`src/rtl/demux1x8_buf.sv`:
```
// Registered 1-to-8 demultiplexer with per-slot hold-until-acknowledged output slots.
// Optional broadcast (all slots load I at once) is enabled by defining DEMUX1X8_BCAST_EN.
module demux1x8_buf #(
    parameter int WIDTH = 4
) (
    input  logic               clk,
    input  logic               reset,
    input  logic [WIDTH-1:0]   I,
    input  logic [2:0]         S,
    input  logic               in_valid,
`ifdef DEMUX1X8_BCAST_EN
    input  logic               bcast,
`endif
    output logic               in_ready,
    output logic [8*WIDTH-1:0] Q,
    output logic [7:0]         V,
    input  logic [7:0]         A,
    output logic [3:0]         occ,
    output logic               all_full
);

    logic [7:0]            v_q, v_d;
    logic [7:0][WIDTH-1:0] q_q, q_d;
    logic [3:0]            occ_q, occ_d;
    logic                  full_q, full_d;
    logic [7:0]            wr, cons;
    logic [3:0]            inc, dec;
    logic                  rdy, bc_req;

`ifdef DEMUX1X8_BCAST_EN
    assign bc_req = in_valid & bcast;
`else
    assign bc_req = 1'b0;
`endif

    always_comb begin
        rdy = bc_req ? &(~v_q | A) : (~v_q[S] | A[S]);
        wr  = '0;
        if (in_valid && rdy)
            wr = bc_req ? 8'hFF : (8'h01 << S);
        // A slot rewritten this cycle stays held even if it is also acknowledged.
        cons = v_q & A & ~wr;
        v_d  = (v_q & ~cons) | wr;
        q_d  = q_q;
        inc  = '0;
        dec  = '0;
        for (int k = 0; k < 8; k++) begin
            if (wr[k])
                q_d[k] = I;
            inc = inc + {3'b000, wr[k] & ~v_q[k]};
            dec = dec + {3'b000, cons[k]};
        end
        occ_d  = occ_q + inc - dec;
        full_d = (occ_d == 4'd8);
    end

    always_ff @(posedge clk) begin
        if (reset) begin
            v_q    <= '0;
            q_q    <= '0;
            occ_q  <= '0;
            full_q <= 1'b0;
        end else begin
            v_q    <= v_d;
            q_q    <= q_d;
            occ_q  <= occ_d;
            full_q <= full_d;
        end
    end

    assign in_ready = rdy;
    assign Q        = q_q;
    assign V        = v_q;
    assign occ      = occ_q;
    assign all_full = full_q;

endmodule

```
`config.mk`:
```
export PLATFORM = sky130hd
export DESIGN_NAME = demux1x8_buf
export DESIGN_NICKNAME = d
export VERILOG_FILES = /design/src/rtl/demux1x8_buf.sv
export SDC_FILE = /design/constraint.sdc
export NUM_CORES = 1
export LEC_CHECK = 0
export ABC_CLOCK_PERIOD_IN_PS = 14400
export CORE_MARGIN = 10
export CORE_UTILIZATION = 30
export DETAILED_ROUTE_END_ITERATION = 8
export PLACE_DENSITY_LB_ADDON = 0.1
export SYNTH_ARGS = -nofsm -noshare
export SYNTH_HDL_FRONTEND = slang
export SYNTH_SLANG_ARGS = --single-unit
```
`constraint.sdc`:
```
create_clock -name clk -period 14.4 [get_ports clk]
set_input_delay 2.88 -clock clk [delete_from_list [all_inputs] [get_ports clk]]
set_output_delay 2.88 -clock clk [all_outputs]
set_load 0.05 [all_outputs]
```
Word level (Yosys, flattened, before mapping). Cells that the tools add are included.

Register bits: 45. Input port bits: 18. Output and inout port bits: 46.

Add/subtract/negate cells: 16. Magnitude comparators: 1. Equal/unequal tests: 1. Shifts and indexed selects: 1. Mux-type cells: 5. Bitwise operators: 24. Reduce and logical (&&, ||, !) cells: 1.

Operator list (count): $add A4 B1 Y4 (8); $and A8 B8 Y8 (3); $not A8 Y8 (2); $not A1 Y1 (9); $add A3 B1 Y4 (2); $and A1 B1 Y1 (8); $mux W8 (1); $or A8 B8 Y8 (1); $shl A1 B3 Y8 const A (1); $add A2 B1 Y3 (2); $bmux W1 S3 (2); $add A1 B1 Y2 (2); $add A4 B4 Y4 (1); $eq A4 B4 Y1 const B (1); $lt A3 B4 Y1 const B (1); $sub A4 B4 Y4 (1); $mux W1 (2); $logic_and A1 B1 Y1 (1); $or A1 B1 Y1 (1).

Logic depth before layout (Yosys ltp). Gate-level depths: netlist of run 1.

Depth in word-level cells: 17. Mapped depth: 17.

Worst setup path after synthesis of run 1. No wires, ideal clock.

Path kind: input to register. Start: in S[1]. End: reg full_q, in the netlist all_full. Arrival: 7.375 ns. Required time: 14.322 ns. Path slack: 6.947 ns. Stages: 16. Path buffers: 2. Cells stage by stage: buf_2 or4b_1 clkbuf_1 and3_1 fa_1 fa_1 inv_1 fa_1 inv_1 fa_1 inv_1 fa_1 ha_1 fa_1 or3_1 nor3_1.

Longest elaborated chain between the ends: 17.

Ends and longest elaborated chain: from (decl) (RTL line 9) `input logic [2:0] S,`; $bmux W1 S3 (RTL line 37) `rdy = bc_req ? &(~v_q | A) : (~v_q[S] | A[S]);`; $mux W1 (not written as such) (RTL line 37); $not A1 Y1 (RTL line 37); $or A1 B1 Y1 (RTL line 37); $logic_and A1 B1 Y1 (RTL line 39) `if (in_valid && rdy)`; $mux W8 (*) (RTL line 39); $and A1 B1 Y1 or $not A8 Y8 (tied branches) (RTL line 50, 42); $add A1 B1 Y2 or $and A8 B8 Y8 (tied branches) (RTL line 50, 42); $add A2 B1 Y3 or $add A1 B1 Y2 (tied branches) (RTL line 50, 51); $add A3 B1 Y4 or $add A2 B1 Y3 (tied branches) (RTL line 50, 51); $add A4 B1 Y4 or $add A3 B1 Y4 (tied branches) (RTL line 50, 51); $add A4 B1 Y4, on equally long branches (3 in series) (RTL line 50, 51); $add A4 B4 Y4 or $add A4 B1 Y4 (tied branches) (RTL line 53, 51); $sub A4 B4 Y4 (*) (RTL line 53) `occ_d = occ_q + inc - dec;`; net occ_d[2] (RTL line 24) `logic [3:0] occ_q, occ_d;`; $eq A4 B4 Y1 (*) (RTL line 54) `full_d = (occ_d == 4'd8);`; to (signal assigned) (RTL line 67) `full_q <= full_d;`; to (decl) (RTL line 25) `logic full_q, full_d;`.

Mark *: on every way through the listed nets, which the timed path passes. The rest lies on a longest branch. The select of a mux whose other input is x is not followed. A chain may end at the register's enable or synchronous reset.

Worst setup path in the final report of run 1.
Start: in S[1]. End: out in_ready.

Longest elaborated chain between the ends: 4.

Ends and longest elaborated chain: $bmux W1 S3 (RTL line 37); $mux W1 (not written as such) (RTL line 37); $not A1 Y1 (RTL line 37); $or A1 B1 Y1 (*) (RTL line 37); to (decl) (RTL line 14) `output logic in_ready,`.

Every way passes the cells marked *; elsewhere a longest branch is shown, timed or not. The select of a mux whose other input is x is not followed.

==> impl_metrics.csv, run 1 <==
group,metric,value,unit
run_status,status,"finished clean",
pwr,power.density,116,mW/mm2
place,post_dp_cell_area,0.00300,mm2
timing,finalCriticalPeriod,8.22,ns
worst_setup_path,cp.required,11.52,ns
timing,finClkSkew,0.00372,ns
timing,rsz0062_at_grt,"false",
final_layout,diodes,0,
floorplanning,die_y,107,um
clock_tree,clock_latency,0.30,ns
synthesis,synth_compound_area_share,15.7,%
synthesis,netlist_area,0.00230,mm2
global_routing,antenna_found_initial,0,
synthesis,synthCells,253,
routing,wl_per_cell,16.5,um
final_layout,multi_input_area,0.00128,mm2
synthesis,async_reset_ff_share,0,%
timing,hold_ws,0.478,ns
final_layout,drive_gt1_share,4.21,%
worst_setup_path,cp-start-kind,"input pin",
clock_tree,cts_tree,"built",
synthesis,synth_top_family_by_area,"simple AND/OR/NAND/NOR gates",
timing,fin_ws,6.18,ns
hold_path,min_path_type,"register to register",
synthesis,synthAdderAreaFrac,13.0,%
global_routing,grt_pass1_vias,1903,
place,gp_congestion,0.759,
place,portBuffers,63,
floorplanning,die-width,107,um
synthesis,ys_seq_area_share,39.2,%
place,placedCellCount,401,
synthesis,synth.distinct_cells,27,
worst_setup_path,worst-setup-path-type,"input pin to primary output",
clock_tree,cts_resized,0,
synthesis,synth-xor-area-share,1.14,%
final_layout,register_area,901,um2
worst_setup_path,endpoint_kind,"primary output",
floorplanning,die_area,0.0116,mm2
routing,detail_route.first_pass.iterations,4,
synthesis,synth_edf_count,0,
place,hpwl,5.05,mm
pwr,total_power,356,uW
synthesis,muxShareOfSynthArea,2.40,%
clock_tree,clk_pin_slew_worst_paths,0.08,ns
job,drv_cap,0,
synthesis,syn_nets,287,
synthesis,yosys.area_share.simple,23.8,%
synthesis,ys.flop_type,"dfxtp_1",
final_layout,nNetsFinal,343,
routing,drtIter0Drc,66,
pwr,ir_drop,99.2,uV
clock_tree,ctsHtreeMaxLevel,2,
global_routing,grt_start_max_net_pins,46,
timing,setup-violations-final,0,
routing,avgViaCountPerCell,4.93,
worst_setup_path,cp_max_fo,18,
final_layout,final_cells,408,
synthesis,synth_seq_cells,45,
global_routing,gr-total-overflow,0,
clock_tree,cts_buffer_depth,2,
synthesis,synth.avg_cell_area,9.07,um2
floorplanning,ioPinCount,64,
global_routing,grt_pass1_wl,10.3,mm
timing,worstMarginPinSlew,0.578,ns
routing,vias,2011,
clock_tree,root_buffer,"clkbuf_8",
final_layout,syn2layout_area_growth,34.3,%
clock_tree,cts_sinks,45,
timing,drv_slew,0,
floorplanning,num_rows,31,
routing,remaining_drc_errors,0,
synthesis,yosys_warnings,0,
pwr,p_leak,1.08,nW
timing,clock.fmax,122,MHz
floorplanning,start_util,31.3,%
timing,hold_viol,0,
timing,max_slew_margin,61.3,%
floorplanning,core,0.00733,mm2
worst_setup_path,arrival,5.34,ns
clock_tree,post_cts_buffers,0,
routing,route.final.wire_length,6.74,mm
timing,tns,0,ns
timing,period_share,57.1,%
clock_tree,hold_buffers,0,
routing,ant_nets,0,
final_layout,finish.utilization,42.1,%
final_layout,fill_cells,760,
place,pre_cts_ws,6.07,ns
clock_tree,numCtsBuffers,5,
global_routing,grt_use_total,11.4,%
final_layout,final_area,0.00308,mm2
[cells by family (layout without fill, tap and decap cells)]
group,after synthesis,in the layout
buffers and inverters,28,84
and+or+nand+nor,86,86
xor gates and xnor gates,3,3
DFF,45,45
AOI/OAI and AO/OA,72,72
muxes,3,3
adders and majority gates,16,16
[report_power, final]
group          leakage [nW]  switching [mW]  internal [mW]  total [mW]
Sequential            0.365         0.00493          0.132       0.137
Combinational         0.673          0.0786         0.0602       0.139
Clock                0.0443          0.0419         0.0381      0.0800
[routing by layer]
metal  up-vias  wire length (um)  track usage, %
li1       1011                 -               -
met1       948              3160            15.2
met2        46              3080            16.8
met3         6               433            3.83
met4         0                58            3.44
met5         -                 0               0
[worst paths after layout]
kind	start	cells after the start	to	slack (ns)
setup / recovery	S[1]	4	in_ready	6.18
hold / removal	Q[29]	2	Q[29]	0.48
setup reg to reg	V[2]	13	all_full	10.06
hold reg to reg	Q[29]	2	Q[29]	0.48
[cells in the final DEF (no fill, tap or decap), drive strengths merged, types with 2 or more instances in the layout]
| master | instances |
|---|---|
| o21ai | 32 |
| ha | 3 |
| and4bb | 3 |
| nand4bb | 3 |
| clkdlybuf4s50 | 63 |
| xnor2 | 3 |
| a21oi | 40 |
| nand4b | 3 |
| fa | 13 |
| nor2b | 11 |
| clkbuf | 7 |
| dfxtp | 45 |
| nand2b | 10 |
| and4b | 3 |
| nor2 | 7 |
| nand3 | 33 |
| mux4 | 2 |
| and3 | 7 |
| inv | 13 |
[worst max-delay path, stage by stage]
cell and delay (ns):
clkdlybuf4s50_1 0.84, mux4_2 0.59, mux2i_1 0.18, clkdlybuf4s50_1 0.84
[area by class of cell]
type | instances | share of cell area (%)
repair buffers | 64 | 20.7
inverters | 13 | 1.58
clock buffers | 7 | 2.80
well taps | 99 | 4.02
flip-flops and latches | 45 | 29.2
multi-input cells | 180 | 41.7
[sequential cells by signal (all words and copies together), names as in the netlist]
| name | count |
|---|---|
| Q | 32 |
| occ | 4 |
| V | 8 |
| all_full | 1 |
[cells in the mapped netlist, types with 4 or more instances]
library cell   n  area, um2
dfxtp_1       45        901
a21oi_1       40        200
nand3_1       33        165
o21ai_0       28        140
fa_1          13        260
inv_1         13       48.8
clkbuf_1      11       41.3
nor2b_1       11       68.8
nand2b_1      10       62.6
and3_1         7       43.8
nor2_1         7       26.3
buf_2          4       20.0
o21ai_1        4       20.0
No activity file was read; power rests on OpenSTA's default activity.
==> run 2: changes to the inputs <==
Settings changed: ABC_CLOCK_PERIOD_IN_PS 14400 to 6700.
Clock period 14.4 ns to 6.7 ns, I/O delays scaled along.
==> impl_metrics.csv, run 2 (synthesis results as in run 1) <==
group,metric,value,unit
run_status,status,"finished clean",
clock_tree,cts_sinks,45,
final_layout,largest_register_ff_count,32,
timing,finClkSkew,0.00728,ns
routing,avgViaCountPerCell,4.91,
final_layout,fill_cells,728,
global_routing,gr-total-overflow,0,
floorplanning,core,0.00733,mm2
routing,remaining_drc_errors,0,
pwr,total_power,762,uW
job,drv_cap,0,
routing,ant_nets,0,
worst_setup_path,cpMaxStageDelayCell,"fa_1",
worst_setup_path,worst-path-buf-inv,5,
pwr,p_leak,1.11,nW
routing,wl_per_cell,16.3,um
global_routing,grt_pass1_vias,1989,
floorplanning,num_rows,31,
worst_setup_path,max_stage_delay,0.53,ns
worst_setup_path,cpLargestDelayFamily,"adder cells",
worst_setup_path,cp.required,6.91,ns
final_layout,diodes,0,
global_routing,grt_start_max_net_pins,46,
routing,route.final.wire_length,6.81,mm
place,gp_congestion,0.817,
pwr,ir_drop,110,uV
worst_setup_path,endpoint_kind,"register",
timing,finalCriticalPeriod,6.08,ns
timing,setup-violations-final,0,
clock_tree,cts_resized,0,
final_layout,final_cells,417,
worst_setup_path,cp-start-kind,"input pin",
final_layout,layout_commonest_cell,"clkdlybuf4s50_1",
floorplanning,die_y,107,um
global_routing,grt_use_total,11.8,%
final_layout,drive_gt1_share,6.92,%
global_routing,grt_pass1_wl,10.8,mm
floorplanning,die-width,107,um
worst_setup_path,arrival,6.29,ns
clock_tree,numCtsBuffers,5,
final_layout,syn2layout_area_growth,36.9,%
worst_setup_path,worst-setup-path-type,"input pin to register",
timing,period_share,90.8,%
hold_path,min_path_type,"register to register",
routing,vias,2047,
timing,worstMarginPinSlew,0.514,ns
place,hpwl,5.21,mm
pwr,power.density,242,mW/mm2
clock_tree,clock_latency,0.30,ns
routing,detail_route.first_pass.iterations,5,
clock_tree,root_buffer,"clkbuf_8",
timing,rsz0062_at_grt,"false",
floorplanning,ioPinCount,64,
global_routing,antenna_found_initial,0,
clock_tree,hold_buffers,0,
clock_tree,post_cts_buffers,0,
final_layout,final_cell_mix,"63 x clkdlybuf4s50_1, 45 x dfxtp_1, 40 x a21oi_1",
routing,drtIter0Drc,79,
worst_setup_path,cpMostUsedCell,"fa_1",
timing,tns,0,ns
clock_tree,cts_tree,"built",
floorplanning,start_util,31.3,%
place,portBuffers,63,
floorplanning,die_area,0.0116,mm2
final_layout,nNetsFinal,351,
place,placedCellCount,409,
clock_tree,clk_pin_slew_worst_paths,0.08,ns
timing,max_slew_margin,65.6,%
worst_setup_path,cp_max_fo,16,
timing,clock.fmax,164,MHz
timing,hold_viol,0,
clock_tree,cts_buffer_depth,2,
clock_tree,ctsHtreeMaxLevel,2,
timing,drv_slew,0,
worst_setup_path,crit_path_cell_trace,"clkdlybuf4s50_1 -> buf_4 -> nand4b_1 -> and3_1 -> fa_1 -> fa_1 -> inv_1 -> fa_1 -> inv_1 -> fa_1 -> inv_1 -> fa_1 -> ha_1 -> fa_1 -> or3_1 -> nor3_1",
==> run 2: stage by stage <==
step / hold slack (ns) / area (um2) / setup WS (ns) / util [%]
floorplan: 0.710 / 2300 / 0.787 / -
finish: 0.479 / 3140 / 0.619 / 42.9
global placement: 0.466 / 3060 / 0.364 / 41.7
global route: 0.504 / 3140 / 0.329 / 42.9
detailed placement: 0.469 / 3060 / 0.332 / 41.7
CTS: 0.484 / 3140 / 0.597 / 42.9
==> run 2: final timing paths <==
kind | cells after the start | end | slack (ns) | start
worst min register to register | 2 | Q[31] | 0.48 | Q[31]
worst min-delay path | 2 | Q[31] | 0.48 | Q[31]
worst max-delay path | 16 | all_full | 0.62 | S[2]
worst max register to register | 13 | all_full | 2.29 | V[2]
==> run 2: worst reg2reg max path, cell delays in order (launching register included) <==
cell,delay [ns]
dfxtp_1,0.40
and3_1,0.20
fa_1,0.45
fa_1,0.54
inv_1,0.05
fa_1,0.50
inv_1,0.05
fa_1,0.53
inv_1,0.06
fa_1,0.41
ha_1,0.20
fa_1,0.45
or3_1,0.32
nor3_1,0.14
==> run 2: layout make-up <==
class,count,area (um2),area share (%)
multi-input combinational,180,1280,40.9
sequential,45,901,28.7
timing repair buffer,72,698,22.2
tap,99,124,3.94
clock buffer,6,72.6,2.31
inverter,13,48.8,1.55
clock inverter,2,15.0,0.478
==> run 2: report_power, final <==
group	internal (mW)	leakage (nW)	switching, mW
logic	0.132	0.710	0.167
clock network	0.0736	0.0374	0.0938
registers	0.285	0.365	0.0114
==> run 2: metal layers <==
layer	wire length, um	part of all wire, %	track usage (%)	vias to the layer above
li1	-	-	-	1024
met1	2940	43	15.4	956
met2	3200	47	18.1	58
met3	614	9.0	4.31	9
met4	63	0.92	2.86	0
met5	0	0	0	-
